--- src/rtl/cache_port_arbiter_if.sv ---
// Bundle of the two requester ports, the cache-side request bus and the status
// signals of cache_port_arbiter. The arbiter uses the master view; the environment uses the slave view.
interface cache_port_arbiter_if #(
    parameter int ADDR_W = 32,
    parameter int DATA_W = 32
);
    // requester 0
    logic              req0_valid;
    logic              req0_type;
    logic [ADDR_W-1:0] req0_addr;
    logic [DATA_W-1:0] req0_wdata;
    logic              req0_ready;
    logic [DATA_W-1:0] req0_rdata;
    logic              req0_done;

    // requester 1
    logic              req1_valid;
    logic              req1_type;
    logic [ADDR_W-1:0] req1_addr;
    logic [DATA_W-1:0] req1_wdata;
    logic              req1_ready;
    logic [DATA_W-1:0] req1_rdata;
    logic              req1_done;

    // cache side
    logic              req_valid;
    logic              req_type;
    logic [ADDR_W-1:0] address;
    logic [DATA_W-1:0] data_in;
    logic [DATA_W-1:0] data_out;
    logic              done_cache;

    // status
    logic              busy;
    logic [1:0]        grant;

    modport master (
        input  req0_valid, req0_type, req0_addr, req0_wdata,
        output req0_ready, req0_rdata, req0_done,
        input  req1_valid, req1_type, req1_addr, req1_wdata,
        output req1_ready, req1_rdata, req1_done,
        output req_valid, req_type, address, data_in,
        input  data_out, done_cache,
        output busy, grant
    );

    modport slave (
        output req0_valid, req0_type, req0_addr, req0_wdata,
        input  req0_ready, req0_rdata, req0_done,
        output req1_valid, req1_type, req1_addr, req1_wdata,
        input  req1_ready, req1_rdata, req1_done,
        input  req_valid, req_type, address, data_in,
        output data_out, done_cache,
        input  busy, grant
    );
endinterface

--- src/rtl/cache_port_arbiter.sv ---
// Two-port arbiter in front of a single-transaction cache: one request in flight at a time.
// Define ARB_ROUND_ROBIN_EN for round-robin tie-breaking; otherwise port 0 wins every tie.
module cache_port_arbiter #(
    parameter int ADDR_W = 32,
    parameter int DATA_W = 32
) (
    input  logic                  clk,
    input  logic                  rst,
    cache_port_arbiter_if.master  bus
);
    localparam int NPORT = 2;

    typedef enum logic {
        IDLE = 1'b0,
        BUSY = 1'b1
    } state_t;

    state_t            state_reg;
    state_t            state_next;

    logic [NPORT-1:0]  valid_vec;
    logic [NPORT-1:0]  type_vec;
    logic [ADDR_W-1:0] addr_vec  [NPORT];
    logic [DATA_W-1:0] wdata_vec [NPORT];

    logic              any_valid;
    logic              accept;
    logic              complete;
    logic              win_idx;

    logic              owner_reg;
    logic              type_reg;
    logic [ADDR_W-1:0] addr_reg;
    logic [DATA_W-1:0] wdata_reg;

    logic [NPORT-1:0]  ready_vec;
    logic [NPORT-1:0]  done_reg;
    logic [DATA_W-1:0] rdata_reg [NPORT];

    logic              req_valid_c;
    logic              busy_c;
    logic [1:0]        grant_c;

    assign valid_vec    = {bus.req1_valid, bus.req0_valid};
    assign type_vec     = {bus.req1_type,  bus.req0_type};
    assign addr_vec[0]  = bus.req0_addr;
    assign addr_vec[1]  = bus.req1_addr;
    assign wdata_vec[0] = bus.req0_wdata;
    assign wdata_vec[1] = bus.req1_wdata;

    assign any_valid = |valid_vec;
    assign accept    = (state_reg == IDLE) && any_valid;
    assign complete  = (state_reg == BUSY) && bus.done_cache;

`ifdef ARB_ROUND_ROBIN_EN
    logic rr_last_reg;

    // Reset value makes port 0 the first winner of a tie.
    always_ff @(posedge clk or negedge rst) begin
        if (!rst) begin
            rr_last_reg <= 1'b1;
        end else if (accept) begin
            rr_last_reg <= win_idx;
        end
    end

    always_comb begin
        win_idx = 1'b0;
        if (valid_vec == 2'b11) begin
            win_idx = ~rr_last_reg;
        end else if (valid_vec[1]) begin
            win_idx = 1'b1;
        end
    end
`else
    always_comb begin
        win_idx = 1'b0;
        if (!valid_vec[0] && valid_vec[1]) begin
            win_idx = 1'b1;
        end
    end
`endif

    // FSM: state register
    always_ff @(posedge clk or negedge rst) begin
        if (!rst) begin
            state_reg <= IDLE;
        end else begin
            state_reg <= state_next;
        end
    end

    // FSM: next state
    always_comb begin
        state_next = state_reg;
        case (state_reg)
            IDLE:    if (accept)   state_next = BUSY;
            BUSY:    if (complete) state_next = IDLE;
            default: state_next = IDLE;
        endcase
    end

    // FSM: outputs. The rst term keeps ready low while reset is held.
    always_comb begin
        ready_vec   = '0;
        req_valid_c = 1'b0;
        busy_c      = 1'b0;
        grant_c     = 2'b00;
        case (state_reg)
            IDLE: begin
                if (rst && any_valid) begin
                    ready_vec[win_idx] = 1'b1;
                end
            end
            BUSY: begin
                req_valid_c = 1'b1;
                busy_c      = 1'b1;
                grant_c     = owner_reg ? 2'b10 : 2'b01;
            end
            default: ;
        endcase
    end

    // Request latch: captured on the accept edge and held for the whole cache transaction.
    always_ff @(posedge clk or negedge rst) begin
        if (!rst) begin
            owner_reg <= 1'b0;
            type_reg  <= 1'b0;
            addr_reg  <= '0;
            wdata_reg <= '0;
        end else if (accept) begin
            owner_reg <= win_idx;
            type_reg  <= type_vec[win_idx];
            addr_reg  <= addr_vec[win_idx];
            wdata_reg <= wdata_vec[win_idx];
        end
    end

    // Per-port completion: read word captured with done_cache, done pulses one cycle later.
    generate
        for (genvar gi = 0; gi < NPORT; gi++) begin : g_port
            localparam logic PORT_ID = 1'(gi);
            logic port_complete;

            assign port_complete = complete && (owner_reg == PORT_ID);

            always_ff @(posedge clk or negedge rst) begin
                if (!rst) begin
                    done_reg[gi]  <= 1'b0;
                    rdata_reg[gi] <= '0;
                end else begin
                    done_reg[gi] <= port_complete;
                    if (port_complete) begin
                        rdata_reg[gi] <= bus.data_out;
                    end
                end
            end
        end
    endgenerate

    assign bus.req0_ready = ready_vec[0];
    assign bus.req1_ready = ready_vec[1];
    assign bus.req0_done  = done_reg[0];
    assign bus.req1_done  = done_reg[1];
    assign bus.req0_rdata = rdata_reg[0];
    assign bus.req1_rdata = rdata_reg[1];

    assign bus.req_valid  = req_valid_c;
    assign bus.req_type   = type_reg;
    assign bus.address    = addr_reg;
    assign bus.data_in    = wdata_reg;

    assign bus.busy       = busy_c;
    assign bus.grant      = grant_c;
endmodule

--- src/flat_wrapper.sv ---
// flat-port wrapper written by rule: the top's interface ports become plain ports
module cache_port_arbiter_flat 
#(
    parameter int ADDR_W = 32,
    parameter int DATA_W = 32
)
  (clk, rst, bus_req0_valid, bus_req0_type, bus_req0_addr, bus_req0_wdata, bus_req0_ready, bus_req0_rdata, bus_req0_done, bus_req1_valid, bus_req1_type, bus_req1_addr, bus_req1_wdata, bus_req1_ready, bus_req1_rdata, bus_req1_done, bus_req_valid, bus_req_type, bus_address, bus_data_in, bus_data_out, bus_done_cache, bus_busy, bus_grant);
  cache_port_arbiter_if #(.ADDR_W(ADDR_W), .DATA_W(DATA_W)) bus_i ();
  input  logic clk;
  input  logic rst;
  input wire logic [$bits(bus_i.req0_valid)-1:0] bus_req0_valid;
  input wire logic [$bits(bus_i.req0_type)-1:0] bus_req0_type;
  input wire logic [$bits(bus_i.req0_addr)-1:0] bus_req0_addr;
  input wire logic [$bits(bus_i.req0_wdata)-1:0] bus_req0_wdata;
  output wire logic [$bits(bus_i.req0_ready)-1:0] bus_req0_ready;
  output wire logic [$bits(bus_i.req0_rdata)-1:0] bus_req0_rdata;
  output wire logic [$bits(bus_i.req0_done)-1:0] bus_req0_done;
  input wire logic [$bits(bus_i.req1_valid)-1:0] bus_req1_valid;
  input wire logic [$bits(bus_i.req1_type)-1:0] bus_req1_type;
  input wire logic [$bits(bus_i.req1_addr)-1:0] bus_req1_addr;
  input wire logic [$bits(bus_i.req1_wdata)-1:0] bus_req1_wdata;
  output wire logic [$bits(bus_i.req1_ready)-1:0] bus_req1_ready;
  output wire logic [$bits(bus_i.req1_rdata)-1:0] bus_req1_rdata;
  output wire logic [$bits(bus_i.req1_done)-1:0] bus_req1_done;
  output wire logic [$bits(bus_i.req_valid)-1:0] bus_req_valid;
  output wire logic [$bits(bus_i.req_type)-1:0] bus_req_type;
  output wire logic [$bits(bus_i.address)-1:0] bus_address;
  output wire logic [$bits(bus_i.data_in)-1:0] bus_data_in;
  input wire logic [$bits(bus_i.data_out)-1:0] bus_data_out;
  input wire logic [$bits(bus_i.done_cache)-1:0] bus_done_cache;
  output wire logic [$bits(bus_i.busy)-1:0] bus_busy;
  output wire logic [$bits(bus_i.grant)-1:0] bus_grant;
  assign bus_i.req0_valid = bus_req0_valid;
  assign bus_i.req0_type = bus_req0_type;
  assign bus_i.req0_addr = bus_req0_addr;
  assign bus_i.req0_wdata = bus_req0_wdata;
  assign bus_req0_ready = bus_i.req0_ready;
  assign bus_req0_rdata = bus_i.req0_rdata;
  assign bus_req0_done = bus_i.req0_done;
  assign bus_i.req1_valid = bus_req1_valid;
  assign bus_i.req1_type = bus_req1_type;
  assign bus_i.req1_addr = bus_req1_addr;
  assign bus_i.req1_wdata = bus_req1_wdata;
  assign bus_req1_ready = bus_i.req1_ready;
  assign bus_req1_rdata = bus_i.req1_rdata;
  assign bus_req1_done = bus_i.req1_done;
  assign bus_req_valid = bus_i.req_valid;
  assign bus_req_type = bus_i.req_type;
  assign bus_address = bus_i.address;
  assign bus_data_in = bus_i.data_in;
  assign bus_i.data_out = bus_data_out;
  assign bus_i.done_cache = bus_done_cache;
  assign bus_busy = bus_i.busy;
  assign bus_grant = bus_i.grant;
  cache_port_arbiter #(.ADDR_W(ADDR_W), .DATA_W(DATA_W)) u_core (.clk(clk), .rst(rst), .bus(bus_i));
endmodule
--- config.mk ---
export PLATFORM = sky130hd
export DESIGN_NAME = cache_port_arbiter_flat
export DESIGN_NICKNAME = d
export VERILOG_FILES = /design/src/rtl/cache_port_arbiter_if.sv /design/src/rtl/cache_port_arbiter.sv /design/src/flat_wrapper.sv
export SDC_FILE = /design/constraint.sdc
export NUM_CORES = 1
export LEC_CHECK = 0
export CAP_MARGIN = 15
export CORE_UTILIZATION = 42
export CTS_BUF_LIST = sky130_fd_sc_hd__clkbuf_4 sky130_fd_sc_hd__clkbuf_8
export DETAILED_ROUTE_END_ITERATION = 10
export GPL_TIMING_DRIVEN = 0
export PLACE_DENSITY_LB_ADDON = 0.08
export SLEW_MARGIN = 5
export SYNTH_ARGS = -nofsm -noshare
export SYNTH_HDL_FRONTEND = slang
export SYNTH_SLANG_ARGS = --single-unit
--- constraint.sdc ---
create_clock -name clk -period 1.6 [get_ports clk]
set_input_delay 0.48 -clock clk [delete_from_list [all_inputs] [get_ports clk]]
set_output_delay 0.48 -clock clk [all_outputs]
set_load 0.01 [all_outputs]
==> metrics.txt <==
# TYPE chip_impl_metric gauge
chip_impl_info{name="status",value="complete, but fails checks"} 1
chip_impl_info{name="failed_checks",value="negative hold slack, negative setup slack"} 1
chip_impl_metric{name="max_cap_violations",unit=""} 0
chip_impl_info{name="worst_setup_path_endpoint",value="bus_req1_ready"} 1
chip_impl_info{name="worstSetupStartpointType",value="flip-flop"} 1
chip_impl_info{name="clk_root_buffer_cell",value="clkbuf_8"} 1
chip_impl_metric{name="multi_input_comb_area",unit="µm²"} 2800
chip_impl_metric{name="num-fill-cells",unit=""} 1108
chip_impl_metric{name="pwr_density_cell",unit="nW/µm²"} 1220
chip_impl_info{name="rr_startpoint",value="u_core.state_reg"} 1
chip_impl_metric{name="synth_top_area_share",unit=""} 0.531
chip_impl_metric{name="grt_max_degree",unit=""} 48
chip_impl_metric{name="reg2reg_slack",unit="ns"} -0.02
chip_impl_metric{name="vias",unit=""} 5441
chip_impl_info{name="crit_slowest_cell",value="dfrtp_2"} 1
chip_impl_metric{name="count_of_nets_after_finishing",unit=""} 1003
chip_impl_metric{name="synthesis.yosys.warnings",unit=""} 0
chip_impl_metric{name="tightestPinTransition",unit="ns"} 0.484
chip_impl_metric{name="critical-path-max-stage-delay",unit="ns"} 0.44
chip_impl_metric{name="r2r.worst_path.cells",unit=""} 5
chip_impl_metric{name="post-route-worst-setup-slack",unit="ns"} -0.497
chip_impl_metric{name="htreeDepth",unit=""} 4
chip_impl_metric{name="placeableCoreArea",unit="µm²"} 14500
chip_impl_metric{name="gp_congestion",unit=""} 0.784
chip_impl_metric{name="static_leakage",unit="nW"} 4.45
chip_impl_metric{name="cp_data_required_time",unit="ns"} 1.12
chip_impl_metric{name="timing_hold_violations_final",unit=""} 45
chip_impl_metric{name="numPlacedInstances",unit=""} 987
chip_impl_info{name="path_cells",value="buf_6 > buf_8 > buf_8 > and4bb_2 > buf_6"} 1
chip_impl_metric{name="detailedRoute.firstIterationViolations",unit=""} 184
chip_impl_metric{name="row_count",unit=""} 44
chip_impl_metric{name="cp.arrival",unit="ns"} 1.62
chip_impl_metric{name="slew_headroom",unit=""} 0.678
chip_impl_info{name="cts_tree",value="yes"} 1
chip_impl_metric{name="grt_usage",unit=""} 0.264
chip_impl_metric{name="register_area",unit="µm²"} 3330
chip_impl_metric{name="standard_cell_area_after_detailed_placement",unit="µm²"} 9560
chip_impl_info{name="unrepaired_setup_endpoints_after_global_routing",value="yes"} 1
chip_impl_metric{name="place.port_buffers",unit=""} 303
chip_impl_metric{name="first_global_vias",unit=""} 5527
chip_impl_metric{name="synthesis.area_per_instance",unit="µm²"} 12.6
chip_impl_metric{name="total_overflow_reported_by_the_global_router",unit=""} 0
chip_impl_metric{name="detailedRoute.firstPassIterationCount",unit=""} 4
chip_impl_metric{name="initial_antenna_violation_count",unit=""} 0
chip_impl_metric{name="post_synth_inst_count",unit=""} 499
chip_impl_metric{name="finish.utilization",unit=""} 0.697
chip_impl_metric{name="wire_per_inst",unit="µm"} 19.7
chip_impl_metric{name="final_setup_violation_count",unit=""} 10
chip_impl_info{name="crit-reg2reg-capture",value="u_core.bus.address[29]"} 1
chip_impl_metric{name="post-dp-hpwl",unit="µm"} 14600
chip_impl_info{name="critical_path_end_type",value="primary output"} 1
chip_impl_metric{name="numCtsBuffers",unit=""} 17
chip_impl_metric{name="dieWidth",unit="µm"} 124
chip_impl_metric{name="maximum_achievable_frequency",unit="MHz"} 477
chip_impl_metric{name="final_period_minus_worst_setup_slack",unit="ns"} 2.10
chip_impl_metric{name="clk_path_buf_depth",unit=""} 2
chip_impl_metric{name="fin_skew",unit="ns"} 0.00473
chip_impl_metric{name="peakVddDrop",unit="V"} 0.000620
chip_impl_metric{name="synth_fp_nets",unit=""} 666
chip_impl_metric{name="finalSetupTns",unit="ns"} -2.00
chip_impl_info{name="synth_largest_area_cell",value="dfrtp_1"} 1
chip_impl_metric{name="postLayoutCellArea",unit="µm²"} 10100
chip_impl_metric{name="num_io_pins",unit=""} 304
chip_impl_metric{name="numClockSinks",unit=""} 133
chip_impl_metric{name="antenna_violating_nets_post_route",unit=""} 0
chip_impl_info{name="post_synth_main_area_contributors",value="dfrtp_1 (53%), nor4b_1 (7.5%), mux2_4 (6.9%)"} 1
chip_impl_metric{name="cp_max_fo",unit=""} 3
chip_impl_metric{name="initial_core_util",unit=""} 0.431
chip_impl_metric{name="die-area",unit="µm²"} 15400
chip_impl_info{name="class_of_the_worst_hold_path",value="in2async"} 1
chip_impl_metric{name="synth.yosys.seq_area_share",unit=""} 0.531
chip_impl_metric{name="holdWs",unit="ns"} -0.110
chip_impl_metric{name="area_growth_syn_to_layout",unit="%"} 61.8
chip_impl_metric{name="synth.distinct_cells",unit=""} 26
chip_impl_metric{name="post-route-period-util",unit=""} 1.31
chip_impl_metric{name="final_layout_size_suffix_gt1_frac",unit=""} 0.379
chip_impl_info{name="criticalPathCategory",value="reg2out"} 1
chip_impl_metric{name="ys_seq_elements",unit=""} 133
chip_impl_metric{name="vias_per_cell",unit=""} 5.26
chip_impl_metric{name="clk_pin_slew",unit="ns"} 0.07
chip_impl_info{name="worstSetupStartpoint",value="u_core.state_reg"} 1
chip_impl_metric{name="final_cells",unit=""} 1034
chip_impl_metric{name="p_total",unit="mW"} 12.4
chip_impl_metric{name="synth_area",unit="µm²"} 6270
chip_impl_metric{name="maxSlewViolCount",unit=""} 0
chip_impl_metric{name="drc",unit=""} 0
chip_impl_metric{name="clock_latency",unit="ns"} 0.44
chip_impl_metric{name="placement.setup.worst_slack",unit="ns"} -1.36
chip_impl_metric{name="grt_first_pass_wirelength",unit="µm"} 29800
chip_impl_metric{name="die_h",unit="µm"} 124
chip_impl_metric{name="route.final.wire_length",unit="µm"} 20400
-- worst min path at each step --
stage	from	end	slack [ns]	cells after the start
2_1_floorplan	rst	u_core.bus.address[0]	0.18	0
3_3_place_gp	u_core.bus.req0_rdata[21]	u_core.bus.req0_rdata[21]	0.49	1
3_5_place_dp	rst	u_core.bus.req1_rdata[10]	0.45	1
4_1_cts	rst	u_core.bus.req1_rdata[10]	-0.13	1
5_1_grt	rst	u_core.bus.req1_rdata[8]	-0.12	1
6_report	rst	u_core.bus.req1_rdata[8]	-0.11	1
-- per-layer routing --
layer	GRT usage	wire length, µm	vias to the layer above	part of all wire
li1	-	-	2496	-
met1	0.304	7670	2670	0.38
met2	0.439	10300	232	0.51
met3	0.0916	1770	43	0.087
met4	0.124	630	0	0.031
met5	0	0	-	0
-- layout by cell type, fill, tap and decap left out, types with 2 or more instances in the layout --
cell type	instances
buf_6	12
clkdlybuf4s50_1	163
or4b_1	11
a211oi_1	52
buf_12	2
clkbuf_4	4
buf_8	2
nor4b_1	10
clkdlybuf4s15_2	10
nor4b_2	38
mux2_4	29
nor4b_4	6
mux2_2	35
clkbuf_8	19
nor2b_1	2
buf_4	19
clkinvlp_4	3
bufbuf_16	2
inv_1	56
dfrtp_1	132
clkdlybuf4s15_1	31
nor3b_1	54
buf_2	41
o221a_2	11
clkinv_2	2
clkinv_4	2
a211oi_2	2
clkbuf_1	9
bufinv_16	4
clkbuf_2	71
-- cells in the mapped netlist --
cell type and n:
o21a_1 1, nand3_4 1, nor2b_1 2, a211oi_1 54
clkbuf_1 10, or4b_1 11, nor3_1 1, o21ba_2 1
inv_1 56, clkbuf_2 2, buf_4 5, and2_1 1
and3b_1 1, nor3b_1 54, o21bai_1 1, nor4b_1 54
mux2_4 29, buf_6 4, and4bb_2 1, nand2b_1 1
buf_2 28, mux2_2 35, nand3b_2 1, o221a_2 11
a21oi_1 1, dfrtp_1 133
-- repair_timing --
action / 4_1_cts / 5_1_grt
hold endpoints to repair: 45 / 45
setup buffers: 11 / 3
endpoints found under the setup margin: 184 / 133
pin swaps: 1 / 1
resized for setup: 358 / 141
gates cloned: 2 / 0
-- logic make-up after synthesis --
| group | synth area share |
|---|---|
| AND/OR/NAND/NOR | 0.171 |
| buffers and inverters | 0.0767 |
| flip-flops | 0.531 |
| multiplexers | 0.132 |
| AO/OA/AOI/OAI | 0.0893 |
-- worst max-delay path, delay by kind of cell, from the launching register on --
family / cells / cell delay [ns]
flip-flops: 1 / 0.44
AND/OR/NAND/NOR: 1 / 0.28
buffers and inverters: 4 / 0.45
-- layout make-up --
class | instances | share of cell area
Tap cell | 184 | 0.0227
Buffer | 47 | 0.0323
Inverter | 56 | 0.0207
Timing Repair Buffer | 320 | 0.277
Clock buffer | 20 | 0.0253
Multi-Input combinational cell | 261 | 0.276
Sequential cell | 133 | 0.328
Antenna cell | 1 | 0.000247
Clock inverter | 12 | 0.0177
-- power by group --
group / internal (mW) / switching [mW] / total [mW]
Combinational: 2.42 / 1.95 / 4.37
Sequential: 4.33 / 0.536 / 4.87
Clock: 1.75 / 1.37 / 3.12
(Power assumes the default switching activity.)
